### src/rtl/axis_pattern_pkg.sv
// Shared types and helpers for the AXI-Stream incrementing-pattern checker.
// Latency: n/a (types, constants and a combinational helper only).
// Backpressure: n/a.
//
// Contents:
//   chk_state_e      - checker lock state (UNLOCKED / LOCKED)
//   LFSR_SEED        - reset value of the throttle LFSR
//   LFSR_TAPS        - feedback mask for the shift-right Fibonacci LFSR
//   lanes_consistent - all enabled lanes equal lane 0 and all keep bits set
package axis_pattern_pkg;

    typedef enum logic {
        UNLOCKED = 1'b0,
        LOCKED   = 1'b1
    } chk_state_e;

    localparam logic [15:0] LFSR_SEED = 16'hACE1;

    // Polynomial taps 16,14,13,11 expressed for a right-shifting register:
    // tap k sits at bit (16-k), giving bits 0,2,3,5.
    localparam logic [15:0] LFSR_TAPS = 16'h002D;

    // Widest stream the consistency helper supports (bits / bytes).
    localparam int unsigned MAX_DATA_BITS  = 1024;
    localparam int unsigned MAX_DATA_BYTES = MAX_DATA_BITS / 8;

    // True when every one of the low nbytes lanes equals lane 0 and every one
    // of the low nbytes keep bits is set. Callers zero-extend their buses.
    function automatic logic lanes_consistent(
        input logic [MAX_DATA_BITS-1:0]  data,
        input logic [MAX_DATA_BYTES-1:0] keep,
        input int unsigned               nbytes
    );
        logic ok;
        ok = 1'b1;
        for (int i = 0; i < int'(MAX_DATA_BYTES); i++) begin
            if (i < int'(nbytes)) begin
                if (!keep[i]) begin
                    ok = 1'b0;
                end
                if (data[i*8 +: 8] != data[7:0]) begin
                    ok = 1'b0;
                end
            end
        end
        return ok;
    endfunction

endpackage

### src/rtl/axis_lfsr16.sv
// Free-running 16-bit Fibonacci LFSR used to throttle the stream ready.
// Latency: output is the register itself; it advances on every rising edge.
// Backpressure: none; it never stalls.
//
// Ports:
//   clk_i  - clock
//   rst_i  - asynchronous active-high reset, loads LFSR_SEED
//   lfsr   - current LFSR state [15:0]
module axis_lfsr16
    import axis_pattern_pkg::*;
(
    input  logic        clk_i,
    input  logic        rst_i,
    output logic [15:0] lfsr
);

    logic [15:0] lfsr_q;
    logic [15:0] lfsr_d;
    logic        fb;

    always_comb begin
        fb     = ^(lfsr_q & LFSR_TAPS);
        lfsr_d = {fb, lfsr_q[15:1]};
    end

    always_ff @(posedge clk_i or posedge rst_i) begin
        if (rst_i) begin
            lfsr_q <= LFSR_SEED;
        end else begin
            lfsr_q <= lfsr_d;
        end
    end

    assign lfsr = lfsr_q;

endmodule

### config.mk
export PLATFORM = sky130hd
export DESIGN_NAME = axis_lfsr16
export DESIGN_NICKNAME = d
export VERILOG_FILES = /design/src/rtl/axis_pattern_pkg.sv /design/src/rtl/axis_lfsr16.sv
export SDC_FILE = /design/constraint.sdc
export NUM_CORES = 1
export LEC_CHECK = 0
export CORE_AREA = 2 2 39 41
export DETAILED_ROUTE_END_ITERATION = 8
export DIE_AREA = 0 0 41 43
export GPL_TIMING_DRIVEN = 0
export SLEW_MARGIN = 20
export SYNTH_ARGS = -nofsm -noshare
export SYNTH_HDL_FRONTEND = slang
export SYNTH_SLANG_ARGS = --single-unit
### constraint.sdc
create_clock -name clk_i -period 2.2 [get_ports clk_i]
set_clock_uncertainty 0.15 [all_clocks]
set_input_delay 0.44 -clock clk_i [delete_from_list [all_inputs] [get_ports clk_i]]
set_output_delay 0.44 -clock clk_i [all_outputs]
set_load 0.02 [all_outputs]
==> results_dict.tcl, run 1 <==
set metrics [dict create \
    worstPathBufferInverterCount 1 \
    endpoint_kind "primary output" \
    final_cell_mix "clkdlybuf4s50_1 (17), dfstp_2 (8), dfrtp_1 (8), clkbuf_4 (3), xnor2_1 (2)" \
    grt_max_degree 17 \
    power.density_nw_per_um2 683 \
    max_slew_margin_pct 63.2 \
    cpLargestDelayFamily "buffers and inverters" \
    grt_usage_pct 10.0 \
    critical_path_required_ps 1610 \
    synth_nets 22 \
    ys_types 5 \
    routed_wl_um 689 \
    fp.dieW_um 41 \
    gp_congestion 0.566 \
    ys_top_cells_by_area "dfstp_2 (48%), dfrtp_1 (45%), xnor2_1 (4.0%)" \
    cap_violations 0 \
    synth_top_area_cell "dfstp_2" \
    fin_crit_ps 2010 \
    status "completed" \
    cp-start-kind "flop" \
    final_max_slew_viol_count 0 \
    postRouteAntennaNets 0 \
    gr-total-overflow 0 \
    avgViaCountPerCell 3.96 \
    cts-root-buf "clkbuf_4" \
    die_area_sq_um 1760 \
    ios 18 \
    start_util_pct 31.8 \
    fin_tns_setup_ps 0 \
    post_drt_wl_per_cell_um 12.1 \
    antenna_found_initial 0 \
    netlist_instances 20 \
    layout.nets 44 \
    layout_commonest_cell "clkdlybuf4s50_1" \
    final_util_pct 47.5 \
    arrival_ps 1420 \
    rsz0062_at_grt "false" \
    dr_total_vias 226 \
    cts_setup_buffers 0 \
    hold_viol 0 \
    syn-cell-area_sq_um 440 \
    diodes 0 \
    clockBufferDepth 2 \
    drc 0 \
    crit_type "reg -> out" \
    avgSynthCellArea_sq_um 22.0 \
    drive_gt1_share_pct 26.8 \
    combPwrFrac_pct 1.5 \
    crit_chain "clkdlybuf4s50_1" \
    swShare_pct 18.4 \
    cts_buffers 3 \
    p_clk_share_pct 32.8 \
    die_y_um 43 \
    coreArea_sq_um 1380 \
    cp_max_fo 2 \
    clock_latency_ps 270 \
    cts-htree-levels 1 \
    firstDrtPassIters 1 \
    placementRows 14 \
    finalCritPeriodShare_pct 91.4 \
    cts.reportedPaths.clkPinSlew_ps 80 \
    p_switching_mw 0.0824 \
    drt-initial-drc-count 0 \
    hp-class "reg -> reg" \
    area_growth_pct 49.1 \
    p_seq_share_pct 65.6 \
    grt_pass1_vias 260 \
    yosysSeqAreaShare_pct 93.2 \
    max_stage_delay_ps 610 \
    largest_reg_flops 16 \
    yosysWarnings 0 \
    cts_resized 0 \
    vdd_drop_max_mv 0.385 \
    critical-path-slowest-cell "clkdlybuf4s50_1" \
    p_int_mw 0.366 \
    worstMarginPinSlew_ps 552 \
    cts_tree "done" \
    synth_top_area_share_pct 47.7 \
    cts_sinks 16 \
    cellLeakagePower_nw 0.285 \
    io_buffer_count 17 \
    r2r_setup_slack_ps 1090 \
    ys_ff_latch 16 \
    cts_hold_buf 0 \
    setup_viol 0 \
    max_freq_mhz 498 \
    grt_pass1_wl_mm 1.13 \
]
metal layers:
metal	track usage [%]	vias to the layer above	wire, um
met5	0	-	0
met3	6.28	0	57
met1	11.4	114	294
met4	2.00	0	0
li1	-	101	-
met2	15.6	11	336
area by class of cell:
class                   count  area, sq um
fillers                   129          727
flip-flops and latches     16          410
repair buffers             17          170
multi-input cells           3         26.3
clock buffers               4         26.3
well taps                  16         20.0
inverters                   1         3.75
Yosys cell counts, drive strengths merged:
master	count
dfrtp	8
dfstp	8
xor2	1
xnor2	2
inv	1
cells by family (layout without fill, tap and decap cells):
group | after synthesis | in the layout | share of synthesized area [%]
buf+inv | 1 | 22 | 0.851
flops | 16 | 16 | 93.2
xor+xnor | 3 | 3 | 5.97
worst reg2reg max path: stages (launching register included):
cell and delay [ps]:
dfstp_2 550, xor2_1 170, xnor2_1 160
metrics by stage:
step / hold slack, ps / total power [mW] / cell area (sq um) / worst slack (ps) / instances
2_1_floorplan: 198 / 0.304 / 440 / 1030 / 20
3_3_place_gp: 207 / 0.307 / 631 / 481 / 53
3_5_place_dp: 207 / 0.307 / 631 / 476 / 53
4_1_cts: 220 / 0.457 / 657 / 171 / 57
5_1_grt: 228 / 0.478 / 657 / 124 / 57
6_report: 218 / 0.449 / 657 / 190 / 57
power by group through the flow:
stage,registers [mW],logic (mW),clock network (mW)
after floorplan,0.300,0.00431,0
after global placement,0.300,0.00671,0
after detailed placement,0.300,0.00738,0
after CTS,0.295,0.00725,0.155
after global routing,0.295,0.00803,0.175
final,0.295,0.00679,0.147
worst paths after layout:
check	startpoint	to	cells after the start
worst max register to register	lfsr[5]	lfsr[15]	2
worst min register to register	lfsr[6]	lfsr[5]	0
min in group asynchronous	rst_i	lfsr[14]	2
worst min-delay path	lfsr[6]	lfsr[5]	0
max in group asynchronous	rst_i	lfsr[11]	2
worst max-delay path	lfsr[13]	lfsr[13]	1
No activity file was read; power rests on OpenSTA's default activity.
==> run 2, diff against run 1 <==
CORE_AREA = not set   (was 2 2 39 41)
CORE_UTILIZATION = 30   (was not set)
DIE_AREA = not set   (was 0 0 41 43)
PLACE_DENSITY = 0.58   (was not set)
==> results_dict.tcl, run 2 (synthesized netlist as in run 1, its figures left out) <==
set metrics [dict create \
    post_drt_wl_per_cell_um 11.8 \
    critical_path_required_ps 1610 \
    io_buffer_count 17 \
    grtUsageMet3_pct 5.00 \
    crit_chain "clkdlybuf4s50_1" \
    hpwlAfterDp_um 482 \
    fin_crit_ps 2000 \
    cts-root-buf "clkbuf_4" \
    r2r_setup_slack_ps 1100 \
    rr_worst_depth 2 \
    die_area_sq_um 1630 \
    multi_input_area_sq_um 26.3 \
    rsz0062_at_grt "false" \
    grt_pass1_vias 212 \
    postRouteAntennaNets 0 \
    grt_usage_pct 9.91 \
    arrival_ps 1410 \
    grt_max_degree 17 \
    finalCritPeriodShare_pct 90.8 \
    use_met1_pct 12.7 \
    min_to "lfsr[10]" \
    cts.reportedPaths.clkPinSlew_ps 80 \
    p_switching_mw 0.0775 \
    fin_area_sq_um 652 \
    start_util_pct 33.0 \
    r2r_start "lfsr[0]" \
    p_seq_share_pct 67.5 \
    combPwrFrac_pct 1.6 \
    cpLargestDelayFamily "buffers and inverters" \
    drt-initial-drc-count 0 \
    holdWs_ps 217 \
    grtUsageMet2_pct 14.9 \
    critical-path-slowest-cell "clkdlybuf4s50_1" \
    max_freq_mhz 500 \
    worstMarginPinSlew_ps 544 \
    die_y_um 40.3 \
    hold_viol 0 \
    cts-htree-levels 1 \
    antenna_found_initial 0 \
    status "completed" \
    setup_viol 0 \
    final_cell_mix "clkdlybuf4s50_1 (17), dfstp_2 (8), dfrtp_1 (8), clkbuf_4 (3), xnor2_1 (2)" \
    diodes 0 \
    p_int_mw 0.359 \
    cts_sinks 16 \
    firstDrtPassIters 1 \
    cts_resized 0 \
    routed_wl_um 648 \
    cts_hold_buf 0 \
    fin_tns_setup_ps 0 \
    ios 18 \
    place_ws_ps 484 \
    clock_latency_ps 260 \
    coreArea_sq_um 1330 \
    dpl-instance-area_sq_um 629 \
    cp_max_fo 3 \
    largest_reg_flops 16 \
    cts_tree "done" \
    regArea_sq_um 410 \
    cap_violations 0 \
    layout_commonest_cell "clkdlybuf4s50_1" \
    gp_congestion 0.607 \
    rr_endpoint "lfsr[15]" \
    drc 0 \
    p_clk_share_pct 31.0 \
    swShare_pct 17.7 \
    placementRows 13 \
    dr_total_vias 222 \
    hold_start "lfsr[11]" \
    fp.dieW_um 40.3 \
    fin_ws_ps 201 \
    layout.nets 44 \
    cp-start-kind "flop" \
    hp-class "reg -> reg" \
    fillers 125 \
    power.density_nw_per_um2 670 \
    crit_type "reg -> out" \
    grt_pass1_wl_mm 1.01 \
    drive_gt1_share_pct 27.5 \
    busiest_layer "met2" \
    worst_hold_path.num_cells 0 \
    clockBufferDepth 2 \
    cts_setup_buffers 0 \
    cts_buffers 3 \
    final_util_pct 48.9 \
    final_max_slew_viol_count 0 \
    endpoint_kind "primary output" \
    gr-total-overflow 0 \
    stdcell_count 55 \
    area_growth_pct 48.0 \
    worstPathBufferInverterCount 1 \
    avgViaCountPerCell 4.04 \
    vdd_drop_max_mv 0.345 \
    cellLeakagePower_nw 0.284 \
    dp_cells 52 \
    max_stage_delay_ps 600 \
    max_slew_margin_pct 63.7 \
    total_power_mw 0.437 \
]
==> run 2: cell count changes in the layout (fill, tap and decap cells not counted), sizes merged <==
cell    change
clkbuf      -1
==> run 2: how the worst max path moves through the flow <==
stage               endpoint  cells past startpoint    start  slack (ps)
floorplan            lfsr[5]                      0  lfsr[5]        1030
global placement     lfsr[5]                      1  lfsr[5]         480
detailed placement   lfsr[5]                      1  lfsr[5]         480
CTS                  lfsr[5]                      1  lfsr[5]         190
global route         lfsr[5]                      1  lfsr[5]         130
finish               lfsr[5]                      1  lfsr[5]         200
==> run 2: power by group through the flow <==
stage          Clock (mW)  Combinational, mW  Sequential [mW]
6_report            0.135            0.00678            0.295
5_1_grt             0.161            0.00810            0.295
4_1_cts             0.142            0.00733            0.295
3_5_place_dp            0            0.00732            0.300
3_3_place_gp            0            0.00676            0.300
2_1_floorplan           0            0.00431            0.300
==> run 2: final cells by class <==
cell class / instances / area share (%)
well taps: 15 / 2.88
multi-input cells: 3 / 4.03
clock buffers: 3 / 3.45
flip-flops and latches: 16 / 63.0
inverters: 1 / 0.576
repair buffers: 17 / 26.1
==> run 2: metal layers <==
metal,share of wire (%),wire (um),up-vias
met4,0,0,0
met2,46,300,10
met3,8.8,57,0
met5,0,0,-
met1,45,290,111
li1,-,-,101
==> run 3, diff against run 2 <==
SETUP_SLACK_MARGIN = 0.2   (was not set)
==> results_dict.tcl, run 3 (synthesized netlist as in run 1, its figures left out) <==
set metrics [dict create \
    cp_max_fo 3 \
    start_util_pct 33.0 \
    fin_tns_setup_ps 0 \
    vdd_drop_max_mv 0.347 \
    worstMarginPinSlew_ps 545 \
    crit_type "reg -> out" \
    placementRows 13 \
    coreArea_sq_um 1330 \
    regArea_sq_um 410 \
    crit_chain "clkdlybuf4s50_1" \
    cellLeakagePower_nw 0.393 \
    cts_setup_buffers 0 \
    rr_endpoint "lfsr[15]" \
    die_area_sq_um 1630 \
    fillers 122 \
    worstPathBufferInverterCount 1 \
    total_power_mw 0.438 \
    power.density_nw_per_um2 663 \
    routed_wl_um 658 \
    grt_pass1_wl_mm 1.01 \
    fin_ws_ps 338 \
    final_max_slew_viol_count 0 \
    clock_latency_ps 260 \
    layout_commonest_cell "clkdlybuf4s50_1" \
    r2r_setup_slack_ps 1100 \
    final_cell_mix "clkdlybuf4s50_1 (9), dfstp_2 (8), dfrtp_1 (8), dlymetal6s2s_1 (5)" \
    max_slew_margin_pct 63.6 \
    rsz0062_at_grt "false" \
    layout.nets 44 \
    r2r_start "lfsr[0]" \
    cts_sinks 16 \
    avgViaCountPerCell 4.07 \
    cts-root-buf "clkbuf_4" \
    cts_hold_buf 0 \
    cts_tree "done" \
    hp-class "reg -> reg" \
    cts-htree-levels 1 \
    max_freq_mhz 537 \
    cp-endpoint "lfsr[3]" \
    stdcell_count 55 \
    critical_path_depth 1 \
    final_util_pct 49.5 \
    grt_pass1_vias 212 \
    max_stage_delay_ps 620 \
    cts_resized 3 \
    cts_buffers 3 \
    post_drt_wl_per_cell_um 12.0 \
    grt_usage_pct 9.91 \
    fin_crit_ps 1860 \
    clockBufferDepth 2 \
    arrival_ps 1270 \
    rr_worst_depth 2 \
    dp_cells 52 \
    largest_reg_flops 16 \
    ios 18 \
    postRouteAntennaNets 0 \
    cpLargestDelayFamily "buffers and inverters" \
    antenna_found_initial 0 \
    endpoint_kind "primary output" \
    startpoint "lfsr[3]" \
    dr_total_vias 224 \
    status "completed" \
    critical_path_required_ps 1610 \
    die_y_um 40.3 \
    critical-path-slowest-cell "clkdlybuf4s50_1" \
    fp.dieW_um 40.3 \
    drive_gt1_share_pct 27.5 \
    gr-total-overflow 0 \
    cp-start-kind "flop" \
    drt-initial-drc-count 0 \
    hpwlAfterDp_um 482 \
    multi_input_area_sq_um 26.3 \
    hold_viol 0 \
    diodes 0 \
    cts.reportedPaths.clkPinSlew_ps 80 \
    firstDrtPassIters 1 \
    drc 0 \
    cap_violations 0 \
    setup_viol 0 \
    io_buffer_count 17 \
    gp_congestion 0.607 \
    grt_max_degree 17 \
    place_ws_ps 484 \
    area_growth_pct 50.0 \
    finalCritPeriodShare_pct 84.6 \
]
==> run 3: final cells by class <==
class | count | area share [%]
Multi-Input combinational cell | 3 | 3.98
Timing Repair Buffer | 17 | 27.1
Inverter | 1 | 0.568
Sequential cell | 16 | 62.1
Clock buffer | 3 | 3.41
Tap cell | 15 | 2.84
==> run 3: per-stage QoR <==
stage	hold WS (ps)	instance area, sq um
6_report	216	661
5_1_grt	222	661
4_1_cts	219	648
3_5_place_dp	207	629
3_3_place_gp	205	629
2_1_floorplan	198	440
==> run 3: how the worst min path moves through the flow <==
stage	slack [ps]	startpoint	end	cells past startpoint
final	220	lfsr[11]	lfsr[10]	0
after global routing	220	lfsr[11]	lfsr[10]	0
after CTS	220	lfsr[11]	lfsr[10]	0
after detailed placement	210	lfsr[11]	lfsr[10]	0
after global placement	210	lfsr[11]	lfsr[10]	0
after floorplan	200	rst_i	lfsr[12]	1
==> run 3: worst register-to-register path, stage by stage (launching register included) <==
cell and delay, ps:
dfstp_2 550, xor2_1 180, xnor2_1 150
==> run 3: where the power goes <==
group	switching [mW]	internal, mW
Combinational	0.00513	0.00165
Clock	0.0735	0.0631
Sequential	0	0.295
Total	0.0786	0.359
==> run 3: metal layers <==
layer,up-vias,track usage (%),share of wire [%]
met5,-,0,0
met1,112,12.7,45
met3,0,5.00,8.8
met2,10,14.9,46
li1,102,-,-
met4,0,2.50,0
